**src/rtl/keypad_pkg.sv**
```systemverilog
// Shared constants, state encoding and helpers for the keypad digit encoder.
// Imported by the encoder sub-module and the top-level FSM.
package keypad_pkg;

   localparam int KEY_W                   = 10;
   localparam int DIGIT_W                 = 4;
   localparam int DEFAULT_DEBOUNCE_CYCLES = 4;

   typedef enum logic [1:0] {
      IDLE         = 2'd0,
      DEBOUNCE     = 2'd1,
      LOAD         = 2'd2,
      WAIT_RELEASE = 2'd3
   } state_e;

   // A pattern is one-hot when it is nonzero and clearing its lowest set bit leaves nothing.
   function automatic logic key_is_onehot(input logic [KEY_W-1:0] key);
      return (key != {KEY_W{1'b0}}) &&
             ((key & (key - KEY_W'(1))) == {KEY_W{1'b0}});
   endfunction

endpackage

```
**src/rtl/keypad_onehot_encoder.sv**
```systemverilog
// Combinational one-hot to BCD encoder with a single-key qualification flag.
// The digit output is only meaningful when onehot is high.
module keypad_onehot_encoder
   import keypad_pkg::*;
(
   input  logic [KEY_W-1:0]   key,
   output logic [DIGIT_W-1:0] digit,
   output logic               onehot
);

   // OR together the indices of every set line; exact for single-key patterns.
   always_comb begin
      digit  = {DIGIT_W{1'b0}};
      onehot = key_is_onehot(key);
      for (int i = 0; i < KEY_W; i++) begin
         digit = digit | ({DIGIT_W{key[i]}} & DIGIT_W'(i));
      end
   end

endmodule

```
**src/rtl/keypad_digit_encoder.sv**
```systemverilog
// Debounced one-hot keypad to BCD digit front end for the timer load interface.
// Emits one active-low loadn strobe per accepted keypress; no auto-repeat.
module keypad_digit_encoder
   import keypad_pkg::*;
#(
   parameter int DEBOUNCE_CYCLES = DEFAULT_DEBOUNCE_CYCLES,
   parameter int CNT_W           = 8
) (
   input  logic               clock,
   input  logic               clrn,
   input  logic               enablen,
   input  logic [KEY_W-1:0]   keypad,
   output logic [DIGIT_W-1:0] data,
   output logic               loadn,
   output logic               valid
);

   localparam logic [CNT_W-1:0] CNT_LAST = CNT_W'(DEBOUNCE_CYCLES - 1);

   state_e               state_q, state_d;
   logic [CNT_W-1:0]     cnt_q, cnt_d;
   logic [KEY_W-1:0]     key_q, key_d;
   logic [DIGIT_W-1:0]   data_q, data_d;
   logic                 loadn_q, loadn_d;
   logic                 valid_q, valid_d;
   logic [DIGIT_W-1:0]   enc_digit_s;
   logic                 enc_onehot_s;

   // The live keypad equals the captured key whenever data is loaded, so one encoder serves both uses.
   keypad_onehot_encoder u_encoder (
      .key    (keypad),
      .digit  (enc_digit_s),
      .onehot (enc_onehot_s)
   );

   // Next-state, counter, capture and registered-output computation.
   always_comb begin
      state_d = state_q;
      cnt_d   = cnt_q;
      key_d   = key_q;
      data_d  = data_q;
      case (state_q)
         IDLE: begin
            cnt_d = {CNT_W{1'b0}};
            if (!enablen && enc_onehot_s) begin
               key_d   = keypad;
               state_d = DEBOUNCE;
            end else begin
               state_d = IDLE;
            end
         end
         DEBOUNCE: begin
            if (enablen || (keypad != key_q)) begin
               state_d = IDLE;
               cnt_d   = {CNT_W{1'b0}};
            end else if (cnt_q == CNT_LAST) begin
               state_d = LOAD;
               data_d  = enc_digit_s;
               cnt_d   = {CNT_W{1'b0}};
            end else begin
               cnt_d = cnt_q + CNT_W'(1);
            end
         end
         LOAD: begin
            state_d = WAIT_RELEASE;
            cnt_d   = {CNT_W{1'b0}};
         end
         WAIT_RELEASE: begin
            if (keypad == {KEY_W{1'b0}}) begin
               if (cnt_q == CNT_LAST) begin
                  state_d = IDLE;
                  cnt_d   = {CNT_W{1'b0}};
               end else begin
                  cnt_d = cnt_q + CNT_W'(1);
               end
            end else begin
               cnt_d = {CNT_W{1'b0}};
            end
         end
         default: begin
            state_d = IDLE;
            cnt_d   = {CNT_W{1'b0}};
         end
      endcase
      loadn_d = (state_d != LOAD);
      valid_d = (state_d == LOAD) || (state_d == WAIT_RELEASE);
   end

   // State and output registers; reset may hit at any point in the sequence.
   always_ff @(posedge clock or negedge clrn) begin
      if (!clrn) begin
         state_q <= IDLE;
         cnt_q   <= {CNT_W{1'b0}};
         key_q   <= {KEY_W{1'b0}};
         data_q  <= {DIGIT_W{1'b0}};
         loadn_q <= 1'b1;
         valid_q <= 1'b0;
      end else begin
         state_q <= state_d;
         cnt_q   <= cnt_d;
         key_q   <= key_d;
         data_q  <= data_d;
         loadn_q <= loadn_d;
         valid_q <= valid_d;
      end
   end

   assign data  = data_q;
   assign loadn = loadn_q;
   assign valid = valid_q;

endmodule

```
**config.mk**
```make
export PLATFORM = sky130hd
export DESIGN_NAME = keypad_digit_encoder
export DESIGN_NICKNAME = d
export VERILOG_FILES = /design/src/rtl/keypad_pkg.sv /design/src/rtl/keypad_onehot_encoder.sv /design/src/rtl/keypad_digit_encoder.sv
export SDC_FILE = /design/constraint.sdc
export NUM_CORES = 1
export LEC_CHECK = 0
export CAP_MARGIN = 20
export CORE_ASPECT_RATIO = 1.5
export CORE_MARGIN = 5
export CORE_UTILIZATION = 40
export CTS_BUF_LIST = sky130_fd_sc_hd__clkbuf_16
export DETAILED_ROUTE_END_ITERATION = 8
export GPL_TIMING_DRIVEN = 1
export PLACE_DENSITY_LB_ADDON = 0.15
export SETUP_SLACK_MARGIN = 0.02
export SYNTH_ARGS = -nofsm -noshare
export SYNTH_HDL_FRONTEND = slang
export SYNTH_SLANG_ARGS = --single-unit
```
**constraint.sdc**
```tcl
create_clock -name clock -period 2.6 [get_ports clock]
set_input_delay 0.78 -clock clock [delete_from_list [all_inputs] [get_ports clock]]
set_output_delay 0.78 -clock clock [all_outputs]
set_load 0.01 [all_outputs]
```
* Word-level counts from Yosys, hierarchy flattened
Index checks and enable logic that the tools add are counted.
** Cells by class
- $add $sub $neg :: 2
- $mul :: 0
- Divide/modulo/power cells :: 0
- $lt $le $gt $ge :: 0
- Equal/unequal tests :: 8
- Shifts and indexed selects :: 0
- Muxes and demuxes :: 10
- Bitwise operators :: 10
- Reductions and logical operators :: 12
** Operator list (count)
- $mux 8 :: 3
- $pmux 8 s3 :: 1
- $logic_not 10->1 :: 2
- $or 4x3->4 :: 4
- $and 10x10->10 :: 1
- $ne 10x10->1 :: 1
- $reduce_bool 10->1 :: 1
- $sub 10x1->10 const B :: 1
- $add 8x1->8 const B :: 1
- $eq 2x2->1 const B :: 4
- $eq 8x2->1 const B :: 1
- $mux 2 :: 4
- $or 4x4->4 :: 2
- $pmux 2 s4 :: 1
- $or 4x2->4 :: 1
- $reduce_and 3->1 :: 1
- $eq 2x1->1 const B :: 1
- $logic_and 1x1->1 :: 2
- $logic_not 2->1 :: 1
- $logic_or 1x1->1 :: 2
- $ne 2x2->1 const B :: 1
- $or 1x2->2 :: 1
- $reduce_and 2->1 :: 1
- $reduce_or 2->1 :: 1
- 3 further kinds :: 3
** Storage, ports and cells
- Register bits :: 26
- Bits in latches :: 0
- Memory bits (writable) :: 0
- Memory bits (read-only) :: 0
- Bits of input ports :: 13
- Output and inout bits :: 6
- Logic and storage cells :: 48
- Memories kept :: 0

* Depth between registers and ports, before layout
Gate-level depths: netlist of run 1.
- Depth after elaboration :: 9
- Mapped depth :: 7
- Depth with buffers taken out :: 5

* By module
A second synthesis of run 1 with hierarchy kept.
** Second synthesis, totals
- Cell total of the unflattened synthesis :: 115
- Area total of the unflattened synthesis :: 1353.8 um^2
** By module, submodules not included
- keypad_digit_encoder :: instances 1, cells each 95, area each 1212.4 um^2, sequential area each 626.9 um^2
- keypad_onehot_encoder :: instances 1, cells each 20, area each 141.4 um^2, sequential area each 0.0 um^2

* Worst setup path before layout of run 1
No wires, ideal clock.
- Path kind :: input-to-reg
- From :: input port keypad[0]
- To :: register key_q[0]
- Setup time :: 0.125 ns
- Arrival :: 2.394 ns
- Data required time :: 2.475 ns
- Path slack :: 0.081 ns
- Stages :: 6
- Buffers on the path :: 1
- Path through :: or4_4 -> maj3_2 -> o21ai_1 -> and3_1 -> buf_6 -> mux2_4
** Between the ends
- Word-level cells in the longest chain between the ends :: 6
- Elaborated cells between the ends (all ways) :: 7
- Classes of those cells :: add/sub: 1; bitwise: 1; reduce/logical: 5
** Ends and longest elaborated chain
- from (decl) :: line keypad_digit_encoder.sv:12 : input logic [KEY_W-1:0] keypad,
- $sub 10x1->10 :: line keypad_pkg.sv:19 : ((key & (key - KEY_W'(1))) == {KEY_W{1'b0}});
- $and 10x10->10 :: line keypad_pkg.sv:19
- $logic_not 10->1 :: line keypad_pkg.sv:19
- $logic_and 1x1->1 :: line keypad_pkg.sv:18 : return (key != {KEY_W{1'b0}}) &&
- $logic_and 1x1->1 :: line keypad_digit_encoder.sv:45 : if (!enablen && enc_onehot_s) begin
- $reduce_and 2->1 (no source line)
- to (signal assigned) :: line keypad_digit_encoder.sv:94 : key_q <= {KEY_W{1'b0}};
- to (signal assigned) :: line keypad_digit_encoder.sv:101 : key_q <= key_d;
- to (decl) :: line keypad_digit_encoder.sv:22 : logic [KEY_W-1:0] key_q, key_d;
Parallel ways exist; a longest one is shown, timed or not.
A chain may end at the register's enable or synchronous reset.

* Worst setup path in the final report of run 1
- From :: input port keypad[3]
- To :: register key_q[9]
** Between the ends
- Word-level cells in the longest chain between the ends :: 6
- Elaborated cells between the ends (all ways) :: 7
- Classes of those cells :: add/sub: 1; bitwise: 1; reduce/logical: 5
** Ends and longest elaborated chain (line)
- $sub 10x1->10 :: keypad_pkg.sv:19
- $and 10x10->10 :: keypad_pkg.sv:19
- $logic_not 10->1 :: keypad_pkg.sv:19
- $logic_and 1x1->1 (*) :: keypad_pkg.sv:18
- $logic_and 1x1->1 (*) :: keypad_digit_encoder.sv:45
- $reduce_and 2->1 (no source line) (*)
Mark *: on every way between the ends. The rest lies on a longest branch, timed or not.

==> results.ini, run 1 <==
[outcome]
outcome=completed

[timing]
setup_viol=0
max_freq_ghz=0.401
rsz0062_at_grt=no
finalCritPeriodShare=0.960
drv_slew=0
relSlewSlack=0.718
worst_pin_slew_ns=0.419
period_minus_slack_ns=2.50
hold_viol=0
fin_skew_ns=0.00150
fin_hold_ws_ns=0.460

[die]
io_pins=19
core_area_um2=3190
fp.dieH_um=81.2
rows=25
start_util=0.423
die_area_um2=4660
die-width_um=57.4

[worst_setup_path]
worst-path-buf-inv=2
ff2ff_path_depth=4
worstPathArrival_ns=2.64
start_kind=primary input
cp_max_fo=5
endpoint=key_q[9]$_DFFE_PN0P_
end_kind=register
path_depth=7
rrSetupSlack_ns=0.78
slowest_stage=or4_4
slowest_delay_ns=0.56
r2r-start=state_q[1]$_DFF_PN0_
cp_top_family=simple AND/OR/NAND/NOR gates
critPathLaunch=keypad[3]
r2r_end=data[1]$_DFFE_PN0P_
worst_ep_required_time_ns=2.75
path_cells=buf_2 -> or4_4 -> nor4_4 -> mux2i_2 -> and3_4 -> buf_6 -> mux2_4
crit_type=primary input to register

[synthesis]
synth_top_area_cell=dfrtp_1
yosys_most_used_dff=dfrtp_1
yosysUniqueCellTypes=30
synthCells=116
yosysMostFrequentCell=dfrtp_1
seq_area_frac_synth=0.483
ys_seq_elements=26
synth_common_cells=25 x dfrtp_1, 14 x nor2_1, 13 x xor2_1
synth_top_area_frac=0.463
synth_nets=130
netlist_area_um2=1350
synth_edf_count=0
yosys_warnings=0
synth.area.top_cells=dfrtp_1 46%, mux2_4 11%, xor2_1 8.4%, nor2_1 3.9%, xnor2_1 2.6%
synthArstFlopShare=1.00
synth.avg_cell_area_um2=11.6

[power_and_ir_drop]
p_comb_frac=0.081
switchingPower_mw=0.188
p_leak_nw=0.846
pwr-share-seq=0.433
pwr-share-clk=0.486
power.internal_mw=0.747
ir_drop_mv=0.312
switching_share=0.201
powerDensity_nw_per_um2=514

[clocking]
cts.clk_slew.worst_paths_ns=0.07
htreeDepth=1
cts-buffers-inserted=3
clk_latency_ns=0.26
root_buffer=clkbuf_16
clk_path_buf_depth=2
post_cts_buffers=0
numClockSinks=26
cts_tree=yes

[placed_design]
gp_congestion=0.773
hpwl_um=2360
placed_cells=190
port_buffers=18

[routing]
wl_per_cell_um=16.4
drt_iter0_markers=18
firstDrtPassIters=4
vias=1016
drc=0
vias_per_cell=5.24
ant_nets=0
routed_wl_um=3180

[grt]
first_global_vias=1130
grt_usage=0.149
grt-ovfl-total=0
grt_pass1_wl_um=5310
antenna_found_initial=0
grt_start_max_net_pins=27

[cells_and_area]
post-route-util=0.570
antennaDiodeCount=0
drive_above_1_share=0.305
area_delta_synth_final_pct=34.7
fillerInstances=286
multi_input_area_um2=683
nets=169
seq_area_um2=652
instances_no_fill=194

[flow_run]
drv_cap=0

[min_path]
min_path_type=register to register

## worst register-to-register path, cell delays in order (launching register included)
cell	delay (ns)
dfrtp_1	0.42
or3b_1	0.36
nor4_1	0.28
nand4_1	0.29
mux2_2	0.35
## cells in the final DEF (no fill, tap or decap), drive strengths merged
cell	instances
dfrtp	25
buf	21
nor2	14
xor2	13
mux2	13
clkdlybuf4s50	12
o21ai	6
nor4	5
nand3	4
inv	4
xnor2	4
nor3	3
nand2	3
clkbuf	3
and3	3
or4	3
nand4	2
a211oi	2
dlymetal6s2s	2
mux2i	2
or3b	1
a21o	1
and4	1
o21a	1
maj3	1
or3	1
ha	1
bufinv	1
clkdlybuf4s15	1
dfstp	1
## through the flow
stage	setup slack, ns	total power [mW]	setup TNS, ns	instance area [um2]
after floorplan	0.0806	0.431	0	1350
after global routing	0.0380	0.965	0	1820
after CTS	0.0203	0.937	0	1800
after detailed placement	-0.475	0.488	-6.83	1700
after global placement	-0.447	0.487	-6.04	1700
final	0.103	0.935	0	1820
## repair_timing
item | in CTS | in global routing
pin swaps | 3 | 3
hold buffers | 0 | 0
setup endpoints to repair | 10 | 12
gates resized for setup | 15 | 7
gates cloned | 0 | 0
## state kept, by name, summed over array words and instances (netlist names)
name / cells
cnt_q: 8
key_q: 10
data: 4
valid: 1
loadn: 1
state_q: 2
## worst min-delay path by stage
| stage | startpoint | end | slack [ns] | cells after the start |
|---|---|---|---|---|
| 2_1_floorplan | cnt_q[0]$_DFF_PN0_ | cnt_q[0]$_DFF_PN0_ | 0.43 | 1 |
| 3_3_place_gp | cnt_q[0]$_DFF_PN0_ | cnt_q[0]$_DFF_PN0_ | 0.45 | 1 |
| 3_5_place_dp | cnt_q[0]$_DFF_PN0_ | cnt_q[0]$_DFF_PN0_ | 0.46 | 1 |
| 4_1_cts | cnt_q[0]$_DFF_PN0_ | cnt_q[0]$_DFF_PN0_ | 0.47 | 1 |
| 5_1_grt | cnt_q[0]$_DFF_PN0_ | cnt_q[0]$_DFF_PN0_ | 0.50 | 1 |
| 6_report | cnt_q[0]$_DFF_PN0_ | cnt_q[0]$_DFF_PN0_ | 0.46 | 1 |
## power groups by stage
stage | sequential [mW] | combinational, mW | clock, mW
3_5_place_dp | 0.413 | 0.0759 | 0
2_1_floorplan | 0.413 | 0.0181 | 0
4_1_cts | 0.405 | 0.0752 | 0.457
3_3_place_gp | 0.413 | 0.0744 | 0
6_report | 0.405 | 0.0755 | 0.455
5_1_grt | 0.405 | 0.0824 | 0.478
## cell type report
| class | count | area share |
|---|---|---|
| multi-input cells | 84 | 0.376 |
| flip-flops and latches | 26 | 0.359 |
| repair buffers | 36 | 0.172 |
| clock buffers | 3 | 0.0413 |
| well taps | 40 | 0.0275 |
| clock inverters | 1 | 0.0165 |
| inverters | 4 | 0.00826 |
## cell families (layout without fill, tap and decap cells)
logic type | Yosys count | in the layout | synth area share
AND/OR/NAND/NOR | 40 | 40 | 0.169
flip-flops | 26 | 26 | 0.483
XOR/XNOR | 17 | 17 | 0.110
multiplexers | 15 | 15 | 0.151
AO/OA/AOI/OAI | 10 | 10 | 0.0445
buffers and inverters | 6 | 44 | 0.0250
adder cells (fa/ha/maj) | 2 | 2 | 0.0176
## layer usage
layer | GRT usage | vias to the layer above | wire length [um]
met3 | 0.0286 | 15 | 119
met2 | 0.269 | 26 | 1660
met1 | 0.159 | 492 | 1250
met5 | 0 | - | 0
li1 | - | 483 | -
met4 | 0.0812 | 0 | 151
Power figures use the tool's default switching activity.
==> run 2: changes to the inputs <==
- CORE_UTILIZATION: 40 -> 30
- MAX_ROUTING_LAYER: not set -> met4
==> results.ini, run 2 (synthesis gave the netlist of run 1 again) <==
[outcome]
outcome=completed

[worst_setup_path]
cp_max_fo=5  ; unchanged
worst_ep_required_time_ns=2.74  ; about the same
start_kind=primary input
ff2ff_path_depth=5  ; +1
cp_top_family=simple AND/OR/NAND/NOR gates
worstPathArrival_ns=2.65  ; about the same
r2r_end=data[1]$_DFFE_PN0P_
path_cells=buf_6 -> or4_4 -> nor4_4 -> mux2i_1 -> and3_4 -> buf_6 -> mux2_4
critPathLaunch=keypad[3]
endpoint=key_q[9]$_DFFE_PN0P_
r2r-start=state_q[1]$_DFF_PN0_
crit_type=primary input to register
slowest_stage=or4_4
rrSetupSlack_ns=0.85  ; +0.07 ns
slowest_delay_ns=0.56  ; about the same
end_kind=register
worst-path-buf-inv=2  ; unchanged
crit_top_cell=buf_6
path_depth=7  ; unchanged

[die]
fp.dieH_um=92.2  ; +14%
die-width_um=64.8  ; +13%
core_area_um2=4430  ; +39%
start_util=0.305  ; -0.118
rows=30  ; +20%
die_area_um2=5970  ; +28%
io_pins=19  ; unchanged

[clocking]
cts_tree=yes
numClockSinks=26  ; unchanged
htreeDepth=1  ; unchanged
cts-buffers-inserted=3  ; unchanged
cts.clk_slew.worst_paths_ns=0.06  ; about the same
clk_path_buf_depth=2  ; unchanged
clk_latency_ns=0.26  ; about the same
root_buffer=clkbuf_16

[cells_and_area]
area_delta_synth_final_pct=34.6  ; about the same
drive_above_1_share=0.301  ; -0.00391
layout_common_cells=25 x dfrtp_1, 18 x buf_4, 14 x nor2_1
post-route-util=0.410  ; -0.160
fillerInstances=430  ; +50%
nets=171  ; +1.2%
instances_no_fill=204  ; +5.2%
multi_input_area_um2=679  ; -0.55%
layout_commonest_cell=dfrtp_1
seq_area_um2=652  ; unchanged
largest_reg_flops=10  ; unchanged
antennaDiodeCount=0  ; unchanged
regMostFlops=key_q

[power_and_ir_drop]
switching_share=0.213  ; +0.0116
pwr-share-clk=0.418  ; -0.068
powerDensity_nw_per_um2=452  ; -12%
p_total_mw=0.821  ; -12%
pwr-share-seq=0.493  ; +0.060
p_comb_frac=0.089  ; +0.008
ir_drop_mv=0.218  ; -30%
power.internal_mw=0.647  ; -13%
switchingPower_mw=0.175  ; -7.1%
p_leak_nw=0.832  ; -1.6%

[timing]
period_minus_slack_ns=2.50  ; +0.00676 ns
rsz0062_at_grt=yes
setup_viol=0  ; unchanged
hold_viol=0  ; unchanged
relSlewSlack=0.738  ; +0.0199
fin_skew_ns=0.00419  ; +0.00269 ns
worst_pin_slew_ns=0.389  ; -0.0296 ns
drv_slew=0  ; unchanged
fin_hold_ws_ns=0.456  ; -0.00410 ns
finalCritPeriodShare=0.963  ; +0.00260
max_freq_ghz=0.399  ; -0.27%

[routing]
routed_wl_um=3020  ; -5.1%
met3WireLength_um=124  ; +4.2%
vias_per_cell=4.86  ; -7.1%
vias=992  ; -2.4%
wl_met2_um=1620  ; -2.9%
ant_nets=0  ; unchanged
drc=0  ; unchanged
firstDrtPassIters=4  ; unchanged
top_layer_used=met4
met1Wirelength_um=1220  ; -1.7%
wl_per_cell_um=14.8  ; -9.7%
drt_iter0_markers=48  ; +30

[grt]
grt_pass1_wl_um=5130  ; -3.5%
grt-ovfl-total=0  ; unchanged
grt_usage=0.116  ; -0.0324
first_global_vias=1044  ; -7.6%
grt_start_max_net_pins=27  ; unchanged
antenna_found_initial=0  ; unchanged

[placed_design]
hpwl_um=2260  ; -4.1%
placed_cells=199  ; +4.7%
port_buffers=18  ; unchanged
gp_congestion=0.785  ; +1.6%

[flow_run]
drv_cap=0  ; unchanged

[min_path]
min_path_type=register to register

[run 2: area by class of cell]
cell class	instances	share of cell area
clock buffers	3	0.0413
clock inverters	1	0.00207
inverters	4	0.00826
multi-input cells	84	0.374
flip-flops and latches	26	0.359
well taps	48	0.0331
repair buffers	38	0.183
[run 2: layer usage]
layer	track usage	vias up
met5	-	-
met3	0.0270	5
met4	0.0476	0
met2	0.199	18
li1	-	487
met1	0.127	482
[run 2: metrics by stage]
step                      setup TNS, ns  setup WS [ns]  cell area [um2]
final                                 0         0.0966             1820
after global routing                  0         0.0180             1820
after CTS                             0         0.0307             1810
after detailed placement          -5.89         -0.461             1710
after global placement            -5.17         -0.438             1710
after floorplan                       0         0.0806             1350
[run 2: worst min path at each step]
stage | depth (start not counted) | startpoint | end | slack (ns)
4_1_cts | 1 | cnt_q[0]$_DFF_PN0_ | cnt_q[0]$_DFF_PN0_ | 0.46
6_report | 1 | cnt_q[0]$_DFF_PN0_ | cnt_q[0]$_DFF_PN0_ | 0.46
5_1_grt | 1 | cnt_q[0]$_DFF_PN0_ | cnt_q[0]$_DFF_PN0_ | 0.50
2_1_floorplan | 1 | cnt_q[0]$_DFF_PN0_ | cnt_q[0]$_DFF_PN0_ | 0.43
3_3_place_gp | 1 | cnt_q[0]$_DFF_PN0_ | cnt_q[0]$_DFF_PN0_ | 0.44
3_5_place_dp | 1 | cnt_q[0]$_DFF_PN0_ | cnt_q[0]$_DFF_PN0_ | 0.45
[run 2: worst reg2reg max path, cell delays in order (launching register included)]
cell,delay [ns]
dfrtp_1,0.41
or3b_1,0.35
nor4_1,0.28
nand4_1,0.15
buf_4,0.19
mux2_2,0.27
[run 2: what timing repair did]
item,in CTS,in global routing
gates resized for setup,9,9
setup buffers,1,0
endpoints found under the setup margin,10,12
pin swaps,3,4
hold buffers,0,0
[run 2: power by group through the flow]
stage	clock [mW]	sequential, mW	combinational [mW]
after floorplan	0	0.413	0.0181
after global placement	0	0.413	0.0732
after detailed placement	0	0.413	0.0738
after CTS	0.355	0.405	0.0742
after global routing	0.372	0.405	0.0802
final	0.343	0.405	0.0733
==> run 3: changes to the inputs <==
- ABC_AREA: not set -> 1
- CTS_BUF_LIST: sky130_fd_sc_hd__clkbuf_16 -> sky130_fd_sc_hd__clkbuf_4 sky130_fd_sc_hd__clkbuf_8 sky130_fd_sc_hd__clkbuf_16
==> results.ini, run 3 <==
[routing]
drc=0  ; unchanged
firstDrtPassIters=4  ; unchanged
drt_iter0_markers=63  ; +31%
ant_nets=0  ; unchanged
wl_per_cell_um=11.7  ; -21%
vias_per_cell=4.59  ; -5.6%
vias=1547  ; +56%
routed_wl_um=3940  ; +31%

[worst_setup_path]
worst_ep_required_time_ns=2.74  ; about the same
start_kind=primary input
cp_max_fo=11  ; +6
rrSetupSlack_ns=0.95  ; +0.10 ns
end_kind=register
endpoint=state_q[0]$_DFF_PN0_
worstPathArrival_ns=2.40  ; -0.25 ns
critPathLaunch=keypad[7]
r2r_end=state_q[0]$_DFF_PN0_
r2r-start=cnt_q[0]$_DFF_PN0_
crit_type=primary input to register
ff2ff_path_depth=6  ; +1

[die]
die-width_um=69.8  ; +7.7%
start_util=0.311  ; +0.00624
rows=32  ; +6.7%
fp.dieH_um=99.6  ; +8.1%
io_pins=19  ; unchanged
core_area_um2=5160  ; +17%
die_area_um2=6950  ; +16%

[cells_and_area]
drive_above_1_share=0.0892  ; -0.212
layout_common_cells=101 x nand2_1, 28 x inv_1, 25 x dfrtp_1
antennaDiodeCount=0  ; unchanged
area_delta_synth_final_pct=23.4
regMostFlops=key_q
post-route-util=0.384  ; -0.0264
seq_area_um2=652  ; unchanged
layout_commonest_cell=nand2_1
multi_input_area_um2=826  ; +22%
instances_no_fill=337  ; +65%
nets=284  ; +66%
fillerInstances=564  ; +31%
largest_reg_flops=10  ; unchanged

[grt]
grt-ovfl-total=0  ; unchanged
grt_start_max_net_pins=27  ; unchanged
first_global_vias=1532  ; +47%
antenna_found_initial=0  ; unchanged
grt_usage=0.125  ; +0.00850
grt_pass1_wl_um=6870  ; +34%

[clocking]
root_buffer=clkbuf_8
cts.clk_slew.worst_paths_ns=0.09  ; +0.03 ns
cts-buffers-inserted=3  ; unchanged
cts_tree=yes
cts_resized=0  ; -9
numClockSinks=26  ; unchanged
post_cts_buffers=0  ; -1
clk_path_buf_depth=2  ; unchanged
hold_buffers=0  ; unchanged
htreeDepth=1  ; unchanged
clk_latency_ns=0.27  ; about the same

[min_path]
whs_path_depth=1  ; unchanged
min_path_type=register to register
min_from=cnt_q[0]$_DFF_PN0_

[timing]
relSlewSlack=0.719  ; -0.0191
hold_viol=0  ; unchanged
period_minus_slack_ns=2.26  ; -0.241 ns
worst_pin_slew_ns=0.420  ; +0.0312 ns
drv_slew=0  ; unchanged
max_freq_ghz=0.442  ; +11%
setup-tns-final_ns=0  ; unchanged
rsz0062_at_grt=no
setup_viol=0  ; unchanged
fin_skew_ns=0.00559  ; +0.00140 ns
finalCritPeriodShare=0.870  ; -0.0925

[synthesis]
ys_seq_elements=26  ; unchanged
yosysUniqueCellTypes=22  ; -27%
synthArstFlopShare=1.00  ; unchanged
netlist_area_um2=1610  ; +19%
synthCells=240  ; +110%
yosysMostFrequentCell=nand2_1
synth_edf_count=0  ; unchanged
synth_xor_area_frac=0.0436  ; -0.0667
synth.area.top_cells=dfrtp_1 39%, nand2_1 24%, inv_1 6.5%, nand3_1 5.6%, nor2_1 5.4%
synth_common_cells=101 x nand2_1, 28 x inv_1, 25 x dfrtp_1
synth_top_area_cell=dfrtp_1
synth.area.mux_share=0  ; -0.151
synth_top_family_by_area=simple AND/OR/NAND/NOR gates
seq_area_frac_synth=0.406  ; -0.0771
synthAdderAreaFrac=0.00779  ; -0.00982
synth_nets=254  ; +95%
synth-compound-area-share=0.0421  ; -0.00243
synth_top_area_frac=0.389  ; -0.0740
yosys_most_used_dff=dfrtp_1
synth.avg_cell_area_um2=6.69  ; -42%
synthSimpleGateAreaFrac=0.421  ; +0.252
yosys_warnings=0  ; unchanged

[power_and_ir_drop]
ir_drop_mv=0.162  ; -26%
powerDensity_nw_per_um2=403  ; -11%
p_leak_nw=0.997  ; +20%

[flow_run]
drv_cap=0  ; unchanged

[placed_design]
placed_cells=333  ; +67%
gp_congestion=0.855  ; +8.9%
port_buffers=18  ; unchanged
hpwl_um=3130  ; +38%

[outcome]
outcome=completed

-- run 3: how the worst min path moves through the flow --
stage / end
after CTS: cnt_q[0]$_DFF_PN0_
after global placement: cnt_q[0]$_DFF_PN0_
after global routing: cnt_q[0]$_DFF_PN0_
final: cnt_q[0]$_DFF_PN0_
after floorplan: cnt_q[0]$_DFF_PN0_
after detailed placement: cnt_q[0]$_DFF_PN0_
-- run 3: layout make-up --
cell class              instances  share of cell area
flip-flops and latches         26               0.329
repair buffers                 28               0.129
inverters                      29              0.0549
multi-input cells             182               0.417
clock buffers                   4              0.0278
well taps                      68              0.0429
-- run 3: critical path: stages --
cell	delay, ns
clkdlybuf4s50_1	0.50
nor2_1	0.17
nand2_1	0.12
nor2_2	0.17
nand2_1	0.09
nand2_1	0.09
nor2_2	0.05
nand2_1	0.32
nand3_1	0.11
-- run 3: metal layers --
metal	global-route usage	wire length, um	vias to the layer above
li1	-	-	797
met1	0.133	1660	713
met2	0.235	2090	28
met3	0.0142	107	9
met4	0.0457	89	0
met5	-	0	-
-- run 3: cells by family after synthesis --
| logic type | after synthesis |
|---|---|
| AND/OR/NAND/NOR | 160 |
| buffers and inverters | 32 |
| flip-flops | 26 |
| AO/OA/AOI/OAI | 13 |
| XOR/XNOR | 8 |
| adder cells (fa/ha/maj) | 1 |
-- run 3: metrics by stage --
stage | hold slack, ns | cell area (um2) | power, mW | worst slack (ns)
global placement | 0.450 | 1930 | 0.544 | 0.0515
finish | 0.458 | 1980 | 0.798 | 0.337
detailed placement | 0.449 | 1930 | 0.544 | 0.0225
floorplan | 0.428 | 1610 | 0.483 | 0.859
global route | 0.488 | 1980 | 0.841 | 0.185
CTS | 0.464 | 1980 | 0.813 | 0.313
-- run 3: report_power, final --
group          internal, mW  switching, mW  leakage (nW)  total [mW]
combinational        0.0473         0.0665         0.621       0.114
sequential            0.413        0.00777         0.348       0.420
clock                 0.135          0.129        0.0288       0.264
total                 0.595          0.203         0.997       0.798
